--- config.mk ---
export PLATFORM = sky130hd
export DESIGN_NAME = spi_ll_arbiter
export DESIGN_NICKNAME = d
export VERILOG_FILES = /design/src/rtl/spi_ll_arbiter.sv
export SDC_FILE = /design/constraint.sdc
export NUM_CORES = 1
export LEC_CHECK = 0
export ABC_CLOCK_PERIOD_IN_PS = 3900
export BUFFER_PORTS_ARGS = -buffer_cell sky130_fd_sc_hd__buf_2
export CORE_ASPECT_RATIO = 1.25
export CORE_MARGIN = 2
export CORE_UTILIZATION = 30
export DETAILED_ROUTE_END_ITERATION = 6
export HOLD_SLACK_MARGIN = 0.08
export SLEW_MARGIN = 20
export SYNTH_ARGS = -nofsm -noshare
export SYNTH_HDL_FRONTEND = slang
export SYNTH_SLANG_ARGS = --single-unit
--- constraint.sdc ---
create_clock -name i_clk -period 3.9 [get_ports i_clk]
set_input_delay 0.78 -clock i_clk [delete_from_list [all_inputs] [get_ports i_clk]]
set_output_delay 0.78 -clock i_clk [all_outputs]
set_load 0.1 [all_outputs]
--- src/rtl/spi_ll_arbiter.sv ---
// Arbitrates the shared byte-level SPI engine among CMD, TX and RX requesters.
// Whole transactions are granted; a watchdog reclaims the engine from a stalled owner.
module spi_ll_arbiter #(
    parameter int TW = 16
) (
    input  logic       i_clk,
    input  logic       i_reset,
    input  logic       i_cmd_req,
    input  logic       i_tx_req,
    input  logic       i_rx_req,
    input  logic       i_cmd_stb,
    input  logic       i_tx_stb,
    input  logic       i_rx_stb,
    input  logic [7:0] i_cmd_byte,
    input  logic [7:0] i_tx_byte,
    input  logic [7:0] i_rx_byte,
    output logic       o_cmd_busy,
    output logic       o_tx_busy,
    output logic       o_rx_busy,
    output logic       o_cmd_stb,
    output logic       o_tx_stb,
    output logic       o_rx_stb,
    output logic [7:0] o_rx_byte_all,
    output logic       o_ll_stb,
    output logic [7:0] o_ll_byte,
    input  logic       i_ll_busy,
    input  logic       i_ll_stb,
    input  logic [7:0] i_ll_byte,
    output logic [2:0] o_grant,
    output logic       o_ll_active,
    output logic       o_timeout
);
    typedef enum logic [1:0] {IDLE, OWNED, DRAIN} state_t;

    state_t        state_reg, state_next;
    logic [2:0]    grant_reg, grant_next;
    logic [2:0]    mask_reg, mask_next;
    logic [TW-1:0] wd_reg, wd_next, wd_inc;
    logic          timeout_reg, timeout_next;

    logic [2:0] req_vec, stb_vec, eligible, pick;
    logic [2:0] busy_vec, rstb_vec;
    logic [7:0] byte_vec [3];
    logic [7:0] sel_byte [3];
    logic       owned, owner_req, owner_stb, ll_stb, accept, activity;

    assign req_vec     = {i_rx_req, i_tx_req, i_cmd_req};
    assign stb_vec     = {i_rx_stb, i_tx_stb, i_cmd_stb};
    assign byte_vec[0] = i_cmd_byte;
    assign byte_vec[1] = i_tx_byte;
    assign byte_vec[2] = i_rx_byte;

    assign owned     = (state_reg == OWNED);
    assign owner_req = |(grant_reg & req_vec);
    assign owner_stb = |(grant_reg & stb_vec);
    assign ll_stb    = owned && owner_stb && owner_req;
    assign accept    = ll_stb && !i_ll_busy;
    assign activity  = accept || (owned && i_ll_stb);

    // Per-requester byte select, busy and return-strobe routing, all off the registered grant
    genvar gi;
    generate
        for (gi = 0; gi < 3; gi++) begin : g_req
            assign sel_byte[gi] = byte_vec[gi] & {8{grant_reg[gi]}};
            assign busy_vec[gi] = !(owned && grant_reg[gi]) || i_ll_busy;
            assign rstb_vec[gi] = i_ll_stb && grant_reg[gi];
        end
    endgenerate

    // Requesters that timed out stay masked until they drop req
    assign eligible = req_vec & ~mask_reg;
    assign pick     = eligible[0] ? 3'b001 :
                      eligible[1] ? 3'b010 :
                      eligible[2] ? 3'b100 : 3'b000;
    assign wd_inc   = (wd_reg == {TW{1'b1}}) ? wd_reg : wd_reg + TW'(1);

    always_comb begin
        state_next   = state_reg;
        grant_next   = grant_reg;
        wd_next      = wd_reg;
        timeout_next = 1'b0;
        mask_next    = mask_reg & req_vec;
        case (state_reg)
            IDLE: begin
                if (|eligible) begin
                    grant_next = pick;
                    wd_next    = '0;
                    state_next = OWNED;
                end
            end
            OWNED: begin
                if (!owner_req) begin
                    state_next = DRAIN;
                end else if (activity) begin
                    wd_next = '0;
                end else begin
                    wd_next = wd_inc;
                    if (wd_inc == {TW{1'b1}}) begin
                        timeout_next = 1'b1;
                        mask_next    = mask_next | grant_reg;
                        state_next   = DRAIN;
                    end
                end
            end
            DRAIN: begin
                if (!i_ll_busy && !i_ll_stb) begin
                    grant_next = '0;
                    state_next = IDLE;
                end
            end
            default: begin
                grant_next = '0;
                state_next = IDLE;
            end
        endcase
    end

    always_ff @(posedge i_clk) begin
        if (i_reset) begin
            state_reg   <= IDLE;
            grant_reg   <= '0;
            mask_reg    <= '0;
            wd_reg      <= '0;
            timeout_reg <= 1'b0;
        end else begin
            state_reg   <= state_next;
            grant_reg   <= grant_next;
            mask_reg    <= mask_next;
            wd_reg      <= wd_next;
            timeout_reg <= timeout_next;
        end
    end

    assign o_ll_stb      = ll_stb;
    assign o_ll_byte     = sel_byte[0] | sel_byte[1] | sel_byte[2];
    assign o_cmd_busy    = busy_vec[0];
    assign o_tx_busy     = busy_vec[1];
    assign o_rx_busy     = busy_vec[2];
    assign o_cmd_stb     = rstb_vec[0];
    assign o_tx_stb      = rstb_vec[1];
    assign o_rx_stb      = rstb_vec[2];
    assign o_rx_byte_all = i_ll_byte;
    assign o_grant       = grant_reg;
    assign o_ll_active   = (state_reg != IDLE);
    assign o_timeout     = timeout_reg;
endmodule

==> results of run 1 <==
[cell type report]
type,count,area (um2)
multi-input cells,178,1130
inverters,16,60.1
clock buffers,4,45.0
repair buffers,54,273
fillers,626,3730
well taps,66,82.6
flip-flops and latches,25,500
[cell usage after synthesis (3+ instances only)]
master / count
a21oi_1: 21
a222oi_1: 10
a22oi_1: 5
and2_1: 3
and4_1: 3
buf_2: 3
buf_4: 8
clkbuf_1: 9
clkbuf_2: 3
dfxtp_1: 25
inv_1: 15
mux2i_1: 4
nand2_1: 14
nand2b_1: 3
nand3_1: 8
nand4_1: 8
nor2_1: 28
nor2b_1: 4
nor3_1: 6
nor3b_1: 3
nor4_1: 5
o21ai_0: 18
[cells by family after synthesis]
logic type | synth area share
buffers and inverters | 0.102
AOI/OAI and AO/OA | 0.249
xor gates and xnor gates | 0.00967
and+or+nand+nor | 0.329
DFF | 0.276
muxes | 0.0283
adders and majority gates | 0.00690
[stage by stage]
step / std cells / utilization / worst slack, ns / instance area (um2) / hold WS [ns]
floorplan: 242 / - / 0.166 / 1810 / 0.443
global placement: 339 / 0.351 / 1.08 / 2040 / 0.465
detailed placement: 339 / 0.351 / 1.06 / 2040 / 0.468
CTS: 343 / 0.359 / 1.05 / 2090 / 0.483
global route: 343 / 0.359 / 0.929 / 2090 / 0.503
finish: 343 / 0.359 / 1.08 / 2090 / 0.479
[routing by layer]
layer	up-vias	wire, um
met5	-	0
li1	964	-
met3	5	329
met2	81	2330
met4	0	39
met1	891	2210
[worst paths after layout]
check,depth (start not counted),from,endpoint,slack (ns)
hold / removal,2,mask_reg[2],mask_reg[2],0.48
setup reg to reg,7,wd_reg[0],state_reg[0],1.29
setup / recovery,5,i_tx_req,o_ll_stb,1.08
hold reg to reg,2,mask_reg[2],mask_reg[2],0.48
[critical path, delay by kind of cell]
kind	cells	cell delay, ns
compound gates	1	0.47
buf+inv	2	0.42
simple gates	2	0.37
[power by group]
part	total [mW]	switching, mW	internal (mW)
clock network	0.154	0.0806	0.0731
registers	0.276	0.0151	0.261
logic	0.245	0.192	0.0528
==> key figures, run 1 <==
Floorplan
  – Die height: 90.9 um
  – Rows: 31
  – I/O pin cnt: 70
  – Initial Utilization: 0.311
  – Core Region: 5820 um2
  – Die area: 6680 um2
  – Die X: 73.5 um

Cells and area
  – Max reg flops: 16
  – Fin nets: 321
  – Share of layout cells above drive strength 1: 0.245
  – Area Overhead vs Synth: 15.3%
  – Commonest non-fill, non-tap cells in the layout: buf_2, nor2_1, dfxtp_1
  – Antenna cells: 0
  – Commonest non-fill, non-tap cell in the layout: buf_2

Placed design
  – RePlAce Congestion: 0.847
  – I/O Buffers: 53
  – Post-DP HPWL: 3640 um

CTS
  – CTS resizes: 0
  – Clock slew at reported path FFs: 0.08 ns
  – H-Tree Depth: 1
  – Postcts setup bufs: 0
  – CTS Buffer Depth: 2
  – CTS Hold Bufs: 0
  – Root Buffer Master: clkbuf_8
  – Sink Count: 25
  – Clock latency on the worst-skew pair: 0.27 ns
  – TritonCTS clock tree: done
  – Clock buffer count from CTS: 3

Critical path
  – Setup CP Type: in2out
  – CP peak stage delay: 0.47 ns
  – Setup crit start kind: primary input
  – Cell repeated most along the worst path: buf_2
  – CP Capture Type: primary output
  – Critical Path Fanout Max: 8
  – Slowest-stage cell, CP: a222oi_1
  – Critical Path, Cell by Cell: buf_2, a222oi_1, or2_1, nor2_1, buf_2
  – WP data required: 3.12 ns
  – WP data arrival: 2.04 ns

Global routing
  – Vias in the first global route: 1667
  – Total track usage: 0.140
  – Largest net degree at the start of global routing: 30
  – Most used routing layer: met2
  – Met1 Usage GRT: 0.174
  – Total grt overflow: 0
  – Initial antenna violation count: 0
  – First-pass GRT wire length: 7660 um
  – Global-route met2 utilization: 0.246
  – Met3 Usage GRT: 0.0201

Detailed routing
  – Drt via density: 5.66
  – Drt initial violations: 169
  – # DRC: 0
  – Via count: 1941
  – First-pass iteration count of the detailed router: 5
  – Remaining antenna violation count after routing: 0
  – WL/cell: 14.3 um
  – Routed WL: 4910 um

Synthesis
  – EDFF count, synth: 0
  – Post-synthesis net count: 285
  – Synth cell types: 50
  – Post-synthesis sequential area ratio: 0.276
  – Synth Cell Area: 1810 um2
  – Post-Syn Instances: 242
  – Area leader, netlist: dfxtp_1
  – Async set-reset flop share out of synthesis: 0
  – Top FF cell, synth: dfxtp_1
  – Dominant cells by area after synthesis: dfxtp_1, a21oi_1, nor2_1
  – Syn Area/Cell: 7.49 um2
  – Post-synthesis register bit count: 25
  – Synth top area share: 0.276
  – Ys Warns: 0

Worst hold path
  – HP Class: reg2reg

Power
  – VDD IR max: 0.143 mV
  – Pwr dens: 323 nW/um2
  – PnR Total Power: 0.675 mW
  – Leak pwr: 0.872 nW

STA
  – Final Slew Violations: 0
  – Setup violators final: 0
  – Fin crit share: 0.722
  – Clk_skew: 0.00949 ns
  – Final min period: 2.82 ns
  – RSZ-0062 raised after global routing: false
  – Setup TNS: 0 ns
  – Slew Limit Headroom: 0.642
  – Worst-Margin Slew: 0.537 ns
  – FMAX: 355 MHz
  – Hold Vio Cnt, Final: 0

Job
  – # Max-Cap Violations: 0

Status
  – Status: completed
No activity file was read; power rests on OpenSTA's default activity.
==> run 2: changes to the inputs <==
ABC_CLOCK_PERIOD_IN_PS = 2900   (was 3900)
clock period = 2.9 ns   (was 3.9 ns; I/O delays follow)
==> key figures, run 2 (synthesis results as in run 1) <==
Status
  – Status: completed

CTS
  – Clock latency on the worst-skew pair: 0.27 ns
  – Clock slew at reported path FFs: 0.09 ns
  – Root Buffer Master: clkbuf_8
  – Clock buffer count from CTS: 3
  – TritonCTS clock tree: done
  – Sink Count: 25
  – H-Tree Depth: 1
  – Postcts setup bufs: 0
  – CTS resizes: 0
  – CTS Buffer Depth: 2
  – CTS Hold Bufs: 0

Worst hold path
  – HP Class: reg2reg

Power
  – Leak pwr: 0.898 nW
  – VDD IR max: 0.167 mV
  – Pwr dens: 432 nW/um2

Global routing
  – Vias in the first global route: 1741
  – First-pass GRT wire length: 7880 um
  – Largest net degree at the start of global routing: 30
  – Total grt overflow: 0
  – Initial antenna violation count: 0
  – Total track usage: 0.145

STA
  – Setup TNS: 0 ns
  – Fin crit share: 0.867
  – Final Slew Violations: 0
  – Slew Limit Headroom: 0.487
  – Final WS setup: 0.386 ns
  – FMAX: 398 MHz
  – Final min period: 2.51 ns
  – Worst-Margin Slew: 0.763 ns
  – RSZ-0062 raised after global routing: false
  – Hold Vio Cnt, Final: 0
  – Clk_skew: 0.00776 ns
  – Hold slack: 0.481 ns
  – Setup violators final: 0

Placed design
  – Dpl ws: 0.293 ns
  – I/O Buffers: 53
  – Cell count after placement: 344
  – RePlAce Congestion: 0.799
  – Post-DP HPWL: 3780 um

Floorplan
  – I/O pin cnt: 70
  – Die area: 6680 um2
  – Die X: 73.5 um
  – Initial Utilization: 0.311
  – Rows: 31
  – Core Region: 5820 um2
  – Die height: 90.9 um

Cells and area
  – Footprint of the multi-input gates: 1130 um2
  – Antenna cells: 0
  – Seq. cell area: 500 um2
  – Fill cells: 620
  – Commonest non-fill, non-tap cell in the layout: buf_2
  – Fin nets: 326
  – Commonest non-fill, non-tap cells in the layout: buf_2, nor2_1, dfxtp_1
  – Fin cells: 348
  – Max reg flops: 16
  – Post-layout util: 0.367
  – Area Overhead vs Synth: 17.7%
  – Share of layout cells above drive strength 1: 0.262

Detailed routing
  – First-pass iteration count of the detailed router: 4
  – WL/cell: 14.4 um
  – # DRC: 0
  – Drt via density: 5.68
  – Drt initial violations: 128
  – Remaining antenna violation count after routing: 0
  – Routed WL: 5010 um
  – Via count: 1978

Critical path
  – WP data required: 3.06 ns
  – Setup CP Type: reg2reg
  – CP peak stage delay: 0.48 ns
  – Slowest-stage cell, CP: dfxtp_1
  – CP Capture Type: flip-flop
  – WP data arrival: 2.67 ns
  – Critical Path, Cell by Cell: ha_1, nand3_2, nor2_1, o221ai_1, nor4_2, nand2_1, o31a_1
  – Critical Path Fanout Max: 9
  – Setup crit start kind: flip-flop

Job
  – # Max-Cap Violations: 0
[run 2: cell types whose count changed in the layout (fill, tap and decap cells not counted)]
| cell | delta |
|---|---|
| nor2_4 | +1 |
| nor2_1 | -1 |
| buf_4 | +5 |
[run 2: where the power goes]
| part | leakage [nW] | total (mW) | internal [mW] | switching, mW |
|---|---|---|---|---|
| Combinational | 0.673 | 0.353 | 0.0777 | 0.275 |
| Sequential | 0.202 | 0.360 | 0.351 | 0.00883 |
| Clock | 0.0228 | 0.209 | 0.0983 | 0.111 |
[run 2: area by class of cell]
class	instances	share of cell area
clock buffers	4	0.0211
inverters	16	0.0282
multi-input cells	178	0.532
flip-flops and latches	25	0.235
well taps	66	0.0387
repair buffers	59	0.145
[run 2: per-stage QoR]
stage | power (mW) | cell area, um2
after floorplan | 0.694 | 1820
after global placement | 0.718 | 2090
after detailed placement | 0.722 | 2090
after CTS | 0.927 | 2130
after global routing | 0.964 | 2130
final | 0.922 | 2130
[run 2: worst paths after layout]
check / depth (start not counted) / end / start / slack [ns]
setup / recovery: 7 / state_reg[0] / wd_reg[0] / 0.39
hold / removal: 2 / mask_reg[1] / mask_reg[1] / 0.48
setup reg to reg: 7 / state_reg[0] / wd_reg[0] / 0.39
hold reg to reg: 2 / mask_reg[1] / mask_reg[1] / 0.48
[run 2: routing by layer]
layer / global-route usage / vias up / share of wire
met2: 0.274 / 73 / 0.50
met1: 0.164 / 927 / 0.42
met5: 0 / - / 0
li1: - / 972 / -
met4: 0.0424 / 0 / 0.011
met3: 0.0145 / 6 / 0.063
[run 2: critical path: cells and delay by family, from the launching register on]
family | cells | cell delay [ns]
AND/OR/NAND/NOR | 4 | 1.12
adder cells (fa/ha/maj) | 1 | 0.31
AO/OA/AOI/OAI | 2 | 0.50
flip-flops | 1 | 0.48
